`src/rtl/pipeline_sequencer_if.sv`:
```
// pipeline_sequencer_if
// ---------------------
// Bundles the control/bus signals exchanged between the core top level
// and the pipeline sequencer. The clock and reset are kept as plain
// module ports and are not part of this bundle.
//
// Signals (direction as seen from the sequencer, slave modport):
//   CONDITIONAL_JUMP  in   decode stage holds a branch/jump needing redirect
//   JUMP_DEST[31:0]   in   execute-stage branch target
//   MRET              in   decode stage holds mret
//   INTERRUPT         in   external interrupt request (level)
//   MTVEC_WE          in   write strobe for mtvec
//   MTVEC_WDATA[31:0] in   new mtvec value
//   PC[31:0]          out  fetch address (word index)
//   DECODER_ENABLED   out  decoder may accept the fetched instruction
//   CPU_MODE          out  0 = user, 1 = machine
//   MEPC[31:0]        out  saved return PC
//   MTVEC[31:0]       out  current trap vector
//   BUSY              out  sequencer is not in the RUN state
interface pipeline_sequencer_if;
    logic        CONDITIONAL_JUMP;
    logic [31:0] JUMP_DEST;
    logic        MRET;
    logic        INTERRUPT;
    logic        MTVEC_WE;
    logic [31:0] MTVEC_WDATA;
    logic [31:0] PC;
    logic        DECODER_ENABLED;
    logic        CPU_MODE;
    logic [31:0] MEPC;
    logic [31:0] MTVEC;
    logic        BUSY;

    // Core side: drives the requests, observes the sequencing state.
    modport master (
        output CONDITIONAL_JUMP, JUMP_DEST, MRET, INTERRUPT, MTVEC_WE, MTVEC_WDATA,
        input  PC, DECODER_ENABLED, CPU_MODE, MEPC, MTVEC, BUSY
    );

    // Sequencer side: consumes the requests, owns PC and trap CSRs.
    modport slave (
        input  CONDITIONAL_JUMP, JUMP_DEST, MRET, INTERRUPT, MTVEC_WE, MTVEC_WDATA,
        output PC, DECODER_ENABLED, CPU_MODE, MEPC, MTVEC, BUSY
    );
endinterface

```
`src/rtl/pipeline_sequencer.sv`:
```
// pipeline_sequencer
// ------------------
// Sequencing controller for the three-stage RV32I core. Owns the program
// counter, the decoder enable, the machine/user mode bit and the trap
// CSRs mepc/mtvec. Every cycle it decides whether fetch advances, holds,
// redirects to a branch target, enters the trap vector or returns via mret.
//
// Ports:
//   CLK    in  single clock, rising edge
//   RSTN   in  asynchronous active-low reset
//   bus    pipeline_sequencer_if.slave (requests in, PC/CSR/status out)
//
// Parameters:
//   RESET_PC     PC value after reset
//   MTVEC_RESET  reset value of mtvec
//
// Optional feature macro: PIPELINE_SEQUENCER_IRQ_PENDING_EN
//   When defined, an interrupt request that cannot be taken immediately is
//   remembered in a pending flag and taken at the first RUN cycle in user
//   mode. When undefined, such requests are simply lost.
module pipeline_sequencer #(
    parameter logic [31:0] RESET_PC    = 32'd0,
    parameter logic [31:0] MTVEC_RESET = 32'd36
) (
    input logic                 CLK,
    input logic                 RSTN,
    pipeline_sequencer_if.slave bus
);

    typedef enum logic [2:0] {
        RUN,
        BR_EXEC,
        BR_WRITE,
        IRQ_D1,
        IRQ_D2,
        RET_D1,
        RET_D2
    } state_e;

    state_e      state_q;
    logic [31:0] pc_q;
    logic        decEn_q;
    logic        mode_q;
    logic [31:0] mepc_q;
    logic [31:0] mtvec_q;
    logic        busy_q;

    logic        irqReq;
    logic        higherEvent;
    logic        irqTake;

`ifdef PIPELINE_SEQUENCER_IRQ_PENDING_EN
    logic        pending_q;
    logic        pending_d;
`endif

    // Work out whether an interrupt is taken this cycle. A branch or an
    // mret in machine mode outranks the interrupt, and the interrupt is
    // never taken in machine mode (no nesting).
    always_comb begin
`ifdef PIPELINE_SEQUENCER_IRQ_PENDING_EN
        irqReq = bus.INTERRUPT | pending_q;
`else
        irqReq = bus.INTERRUPT;
`endif
        higherEvent = bus.CONDITIONAL_JUMP | (bus.MRET & mode_q);
        irqTake     = (state_q == RUN) & ~mode_q & ~higherEvent & irqReq;
    end

`ifdef PIPELINE_SEQUENCER_IRQ_PENDING_EN
    // Remember a request that could not be taken; taking the interrupt
    // always clears the flag, even if a new request arrives that cycle.
    always_comb begin
        pending_d = pending_q;
        if (irqTake) begin
            pending_d = 1'b0;
        end else if (bus.INTERRUPT) begin
            pending_d = 1'b1;
        end
    end

    always_ff @(posedge CLK or negedge RSTN) begin
        if (!RSTN) begin
            pending_q <= 1'b0;
        end else begin
            pending_q <= pending_d;
        end
    end
`endif

    // Main sequencing FSM. All outputs are registered here alongside the
    // state; BUSY is loaded with the "next state is not RUN" value so it
    // always matches the state register.
    always_ff @(posedge CLK or negedge RSTN) begin
        if (!RSTN) begin
            state_q <= RUN;
            pc_q    <= RESET_PC;
            decEn_q <= 1'b1;
            mode_q  <= 1'b0;
            mepc_q  <= 32'd0;
            mtvec_q <= MTVEC_RESET;
            busy_q  <= 1'b0;
        end else begin
            // mtvec can be rewritten in any state; IRQ_D2 below still
            // reads the old registered value in the same cycle.
            if (bus.MTVEC_WE) begin
                mtvec_q <= bus.MTVEC_WDATA;
            end

            case (state_q)
                RUN: begin
                    if (bus.CONDITIONAL_JUMP) begin
                        decEn_q <= 1'b0;
                        state_q <= BR_EXEC;
                        busy_q  <= 1'b1;
                    end else if (bus.MRET && mode_q) begin
                        decEn_q <= 1'b0;
                        state_q <= RET_D1;
                        busy_q  <= 1'b1;
                    end else if (irqTake) begin
                        mepc_q  <= pc_q;
                        mode_q  <= 1'b1;
                        decEn_q <= 1'b0;
                        state_q <= IRQ_D1;
                        busy_q  <= 1'b1;
                    end else begin
                        pc_q <= pc_q + 32'd1;
                    end
                end

                // Load target-1 so the BR_WRITE increment lands on the
                // target; wraps to all-ones for a target of zero.
                BR_EXEC: begin
                    pc_q    <= bus.JUMP_DEST - 32'd1;
                    state_q <= BR_WRITE;
                end

                BR_WRITE: begin
                    pc_q    <= pc_q + 32'd1;
                    decEn_q <= 1'b1;
                    state_q <= RUN;
                    busy_q  <= 1'b0;
                end

                IRQ_D1: begin
                    state_q <= IRQ_D2;
                end

                IRQ_D2: begin
                    pc_q    <= mtvec_q;
                    decEn_q <= 1'b1;
                    state_q <= RUN;
                    busy_q  <= 1'b0;
                end

                RET_D1: begin
                    state_q <= RET_D2;
                end

                RET_D2: begin
                    pc_q    <= mepc_q;
                    mode_q  <= 1'b0;
                    decEn_q <= 1'b1;
                    state_q <= RUN;
                    busy_q  <= 1'b0;
                end

                default: begin
                    state_q <= RUN;
                    decEn_q <= 1'b1;
                    busy_q  <= 1'b0;
                end
            endcase
        end
    end

    assign bus.PC              = pc_q;
    assign bus.DECODER_ENABLED = decEn_q;
    assign bus.CPU_MODE        = mode_q;
    assign bus.MEPC            = mepc_q;
    assign bus.MTVEC           = mtvec_q;
    assign bus.BUSY            = busy_q;

endmodule

```
`src/flat_wrapper.sv`:
```
// flat-port wrapper written by rule: the top's interface ports become plain ports
module pipeline_sequencer_flat 
#(
    parameter logic [31:0] RESET_PC    = 32'd0,
    parameter logic [31:0] MTVEC_RESET = 32'd36
)
  (CLK, RSTN, bus_CONDITIONAL_JUMP, bus_JUMP_DEST, bus_MRET, bus_INTERRUPT, bus_MTVEC_WE, bus_MTVEC_WDATA, bus_PC, bus_DECODER_ENABLED, bus_CPU_MODE, bus_MEPC, bus_MTVEC, bus_BUSY);
  pipeline_sequencer_if bus_i ();
  input logic CLK;
  input logic RSTN;
  input wire logic [$bits(bus_i.CONDITIONAL_JUMP)-1:0] bus_CONDITIONAL_JUMP;
  input wire logic [$bits(bus_i.JUMP_DEST)-1:0] bus_JUMP_DEST;
  input wire logic [$bits(bus_i.MRET)-1:0] bus_MRET;
  input wire logic [$bits(bus_i.INTERRUPT)-1:0] bus_INTERRUPT;
  input wire logic [$bits(bus_i.MTVEC_WE)-1:0] bus_MTVEC_WE;
  input wire logic [$bits(bus_i.MTVEC_WDATA)-1:0] bus_MTVEC_WDATA;
  output wire logic [$bits(bus_i.PC)-1:0] bus_PC;
  output wire logic [$bits(bus_i.DECODER_ENABLED)-1:0] bus_DECODER_ENABLED;
  output wire logic [$bits(bus_i.CPU_MODE)-1:0] bus_CPU_MODE;
  output wire logic [$bits(bus_i.MEPC)-1:0] bus_MEPC;
  output wire logic [$bits(bus_i.MTVEC)-1:0] bus_MTVEC;
  output wire logic [$bits(bus_i.BUSY)-1:0] bus_BUSY;
  assign bus_i.CONDITIONAL_JUMP = bus_CONDITIONAL_JUMP;
  assign bus_i.JUMP_DEST = bus_JUMP_DEST;
  assign bus_i.MRET = bus_MRET;
  assign bus_i.INTERRUPT = bus_INTERRUPT;
  assign bus_i.MTVEC_WE = bus_MTVEC_WE;
  assign bus_i.MTVEC_WDATA = bus_MTVEC_WDATA;
  assign bus_PC = bus_i.PC;
  assign bus_DECODER_ENABLED = bus_i.DECODER_ENABLED;
  assign bus_CPU_MODE = bus_i.CPU_MODE;
  assign bus_MEPC = bus_i.MEPC;
  assign bus_MTVEC = bus_i.MTVEC;
  assign bus_BUSY = bus_i.BUSY;
  pipeline_sequencer #(.RESET_PC(RESET_PC), .MTVEC_RESET(MTVEC_RESET)) u_core (.CLK(CLK), .RSTN(RSTN), .bus(bus_i));
endmodule
```
`config.mk`:
```
export PLATFORM = sky130hd
export DESIGN_NAME = pipeline_sequencer_flat
export DESIGN_NICKNAME = d
export VERILOG_FILES = /design/src/rtl/pipeline_sequencer_if.sv /design/src/rtl/pipeline_sequencer.sv /design/src/flat_wrapper.sv
export SDC_FILE = /design/constraint.sdc
export NUM_CORES = 1
export LEC_CHECK = 0
export BUFFER_PORTS_ARGS = -buffer_cell sky130_fd_sc_hd__buf_2
export CAP_MARGIN = 40
export CORE_MARGIN = 2
export CORE_UTILIZATION = 31
export CTS_BUF_LIST = sky130_fd_sc_hd__clkbuf_8
export DETAILED_ROUTE_END_ITERATION = 7
export PLACE_DENSITY = 0.56
export SYNTH_ARGS = -nofsm -noshare
export SYNTH_HDL_FRONTEND = slang
export SYNTH_SLANG_ARGS = --single-unit
export TNS_END_PERCENT = 5
```
`constraint.sdc`:
```
create_clock -name CLK -period 3 [get_ports CLK]
set_input_delay 0.45 -clock CLK [delete_from_list [all_inputs] [get_ports CLK]]
set_output_delay 0.45 -clock CLK [all_outputs]
set_load 0.01 [all_outputs]
```
==> impl_metrics.env <==
export IMPL_min_to="u_core.bus.MTVEC[9]$_DFFE_PN0P_"
export IMPL_power_density_nw_per_um2=901
export IMPL_yosysMostFrequentCell="dfrtp_1"
export IMPL_yosys_warnings=0
export IMPL_drv_slew=0
export IMPL_grt_max_degree=54
export IMPL_cts_made_buffers=9
export IMPL_ys_types=64
export IMPL_cp_depth=7
export IMPL_std_cell_rows=50
export IMPL_drc_errors=0
export IMPL_outcome="complete, no violations"
export IMPL_die_height_um=142
export IMPL_avgRoutedWirePerCell_um=19.6
export IMPL_clkTransAtPathRegs_ns=0.11
export IMPL_syn_cell_area_um2=5880
export IMPL_yosysTopAreaCellShare_pct=42.2
export IMPL_layout_min_cycle_time_ns=2.38
export IMPL_dp_slack_ns=0.255
export IMPL_path_cells="buf_4 > o21ai_0 > a32oi_2 > buf_4 > buf_4 > nor3_1 > a211o_1"
export IMPL_fmax_mhz=421
export IMPL_cts_buffer_depth=2
export IMPL_areaGrowthSynthToFinish_pct=24.8
export IMPL_r2r_start="u_core.state_q[1]$_DFFE_PN0P_"
export IMPL_overflow=0
export IMPL_clk_latency_ns=0.40
export IMPL_holdCritStartpoint="bus_MTVEC_WDATA[9]"
export IMPL_final_util_pct=39.3
export IMPL_fin_skew_ns=0.0176
export IMPL_rsz0062_at_grt="no"
export IMPL_critPathArrivalTime_ns=2.66
export IMPL_hold_path_depth=2
export IMPL_h_tree_depth=3
export IMPL_tightest_slew_ns=0.819
export IMPL_hold_violations=0
export IMPL_io_buffers=168
export IMPL_maxCapViolCount=0
export IMPL_vias_per_cell=5.45
export IMPL_clock_sinks=102
export IMPL_synth_top_cells_by_area="dfrtp_1 42%, mux2_2 12%, mux2i_1 3.9%"
export IMPL_antenna_found_initial=3
export IMPL_num_vias=5450
export IMPL_cts_root_buf="clkbuf_8"
export IMPL_cp_start_kind="flop"
export IMPL_dr_pass1_iters=7
export IMPL_ys_flop_type="dfrtp_1"
export IMPL_synth_edf_count=0
export IMPL_io_pins=169
export IMPL_crit_slowest_cell="dfrtp_2"
export IMPL_crit_path_frequent_cell="buf_4"
export IMPL_synth_common_cells="99 x dfrtp_1, 61 x mux2_2, 39 x nor2_1, 39 x o21ai_0, 35 x clkbuf_1"
export IMPL_coreArea_um2=18600
export IMPL_setup_viol=0
export IMPL_async_reset_ff_share_pct=100
export IMPL_relSlewSlack_pct=45.4
export IMPL_grt_usage_pct=19.7
export IMPL_synth_cells=592
export IMPL_p_leak_uw=0.00324
export IMPL_finalNonFillerCells=1000
export IMPL_syn_num_nets=664
export IMPL_cts_tree="done"
export IMPL_path_class="flop to flop"
export IMPL_cp_top_family="buffers and inverters"
export IMPL_gp_congestion=0.945
export IMPL_dieArea_um2=20100
export IMPL_first_iter_violations=361
export IMPL_r2r_end="u_core.bus.PC[21]$_DFFE_PN0P_"
export IMPL_cp_required_ns=3.28
export IMPL_synth_seq_cells=102
export IMPL_timing_setup_tns_ns=0
export IMPL_nFillCells=1922
export IMPL_drive_gt1_share_pct=37.9
export IMPL_rrSetupSlack_ns=0.62
export IMPL_grt_pass1_vias=5375
export IMPL_crit_path_end_kind="flop"
export IMPL_drtAntennaViolNets=0
export IMPL_fin_nets=830
export IMPL_seq_area_frac_synth_pct=43.5
export IMPL_finalCritPeriodShare_pct=79.2
export IMPL_crit_buf_inv=3
export IMPL_dp_cells=980
export IMPL_die_x_um=142
export IMPL_hold_class="primary input to flop"
export IMPL_finalWirelength_um=19600
export IMPL_synth_largest_area_cell="dfrtp_1"
export IMPL_dpl_hpwl_um=14200
export IMPL_max_stage_delay_ns=0.64
export IMPL_syn_area_per_cell_um2=9.93
export IMPL_cp_max_fo=24
export IMPL_vdd_drop_max_uv=443
export IMPL_initial_core_util_pct=31.5
export IMPL_grt_pass1_wl_um=30600
export IMPL_reg2regPathDepth=7
export IMPL_fin_ws_ns=0.624
-- final cells by class --
type                            count  area (um^2)  share of cell area, %
Inverter                           13         48.8                  0.665
Antenna cell                        3         7.51                  0.102
Sequential cell                   102         2560                   34.9
Timing Repair Buffer              198         1100                   14.9
Multi-Input combinational cell    434         3120                   42.5
Clock inverter                      7         90.1                   1.23
Tap cell                          234          293                   3.99
Clock buffer                        9          124                   1.69
-- timing repair --
item / CTS / global route
hold buffers: 1 / 0
endpoints found under the setup margin: 0 / 0
endpoints found under the hold margin: 21 / 0
resized for setup: 0 / 0
buffers inserted: 0 / 0
-- sequential cells by signal, indices dropped and copies added (netlist names) --
name	flops
u_core.bus.CPU_MODE	1
u_core.bus.PC	32
u_core.bus.MEPC	32
u_core.bus.DECODER_ENABLED	1
u_core.bus.BUSY	1
u_core.bus.MTVEC	32
u_core.state_q	3
-- cell families (layout without fill, tap and decap cells) --
logic type / Yosys count / count (layout) / synth area share (%)
multiplexers: 84 / 84 / 15.6
AND/OR/NAND/NOR: 172 / 172 / 15.8
XOR/XNOR: 24 / 24 / 3.58
adder cells (fa/ha/maj): 2 / 2 / 0.426
AO/OA/AOI/OAI: 152 / 152 / 17.3
flip-flops: 102 / 102 / 43.5
other: 0 / 3 / 0
buffers and inverters: 56 / 227 / 3.75
-- worst reg2reg max path: cells and delay by family, from the launching register on --
kind,cells,cell delay [ns]
AOI/OAI and AO/OA,3,0.60
DFF,1,0.64
buffers and inverters,3,0.94
and+or+nand+nor,1,0.10
-- power by group --
group          switching [uW]  total, uW  internal, uW
sequential                593       2430          1840
clock                     518        984           466
combinational            1840       3190          1360
total                    2950       6610          3660
-- worst max-delay path by stage --
stage                                   from                             to
6_report       u_core.state_q[1]$_DFFE_PN0P_  u_core.bus.PC[21]$_DFFE_PN0P_
5_1_grt        u_core.state_q[1]$_DFFE_PN0P_  u_core.bus.PC[10]$_DFFE_PN0P_
4_1_cts        u_core.state_q[1]$_DFFE_PN0P_  u_core.bus.PC[21]$_DFFE_PN0P_
3_5_place_dp                bus_JUMP_DEST[0]  u_core.bus.PC[20]$_DFFE_PN0P_
3_3_place_gp                bus_JUMP_DEST[0]  u_core.bus.PC[20]$_DFFE_PN0P_
2_1_floorplan               bus_JUMP_DEST[0]  u_core.bus.PC[20]$_DFFE_PN0P_
-- through the flow --
step                      hold slack [ns]  power, uW  instance area [um^2]
final                               0.277       6610                  7330
after global routing                0.252       7120                  7330
after CTS                           0.260       6660                  7330
after detailed placement            0.377       5650                  7100
after global placement              0.377       5630                  7100
after floorplan                     0.154       4280                  5880
-- placed cells by master (no fill, tap or decap), drive strengths merged, types with 5 or more instances in the layout --
| cell type | n |
|---|---|
| a211oi | 5 |
| a21oi | 28 |
| a31oi | 18 |
| a41oi | 6 |
| and2 | 7 |
| and3 | 8 |
| and4 | 5 |
| buf | 197 |
| clkbuf | 9 |
| dfrtp | 99 |
| inv | 14 |
| mux2 | 61 |
| mux2i | 23 |
| nand2 | 28 |
| nand3 | 13 |
| nand4 | 6 |
| nor2 | 39 |
| nor3 | 18 |
| nor4 | 17 |
| o21ai | 39 |
| o221ai | 9 |
| o22ai | 6 |
| o32ai | 5 |
| or3 | 5 |
| or4 | 10 |
| xnor2 | 11 |
| xor2 | 13 |
-- per-layer routing --
| metal | wire, um | track usage, % |
|---|---|---|
| met5 | 0 | 0 |
| met4 | 385 | 6.05 |
| met3 | 1150 | 4.05 |
| met2 | 8940 | 30.7 |
| met1 | 9160 | 27.5 |
Power figures use the tool's default switching activity.
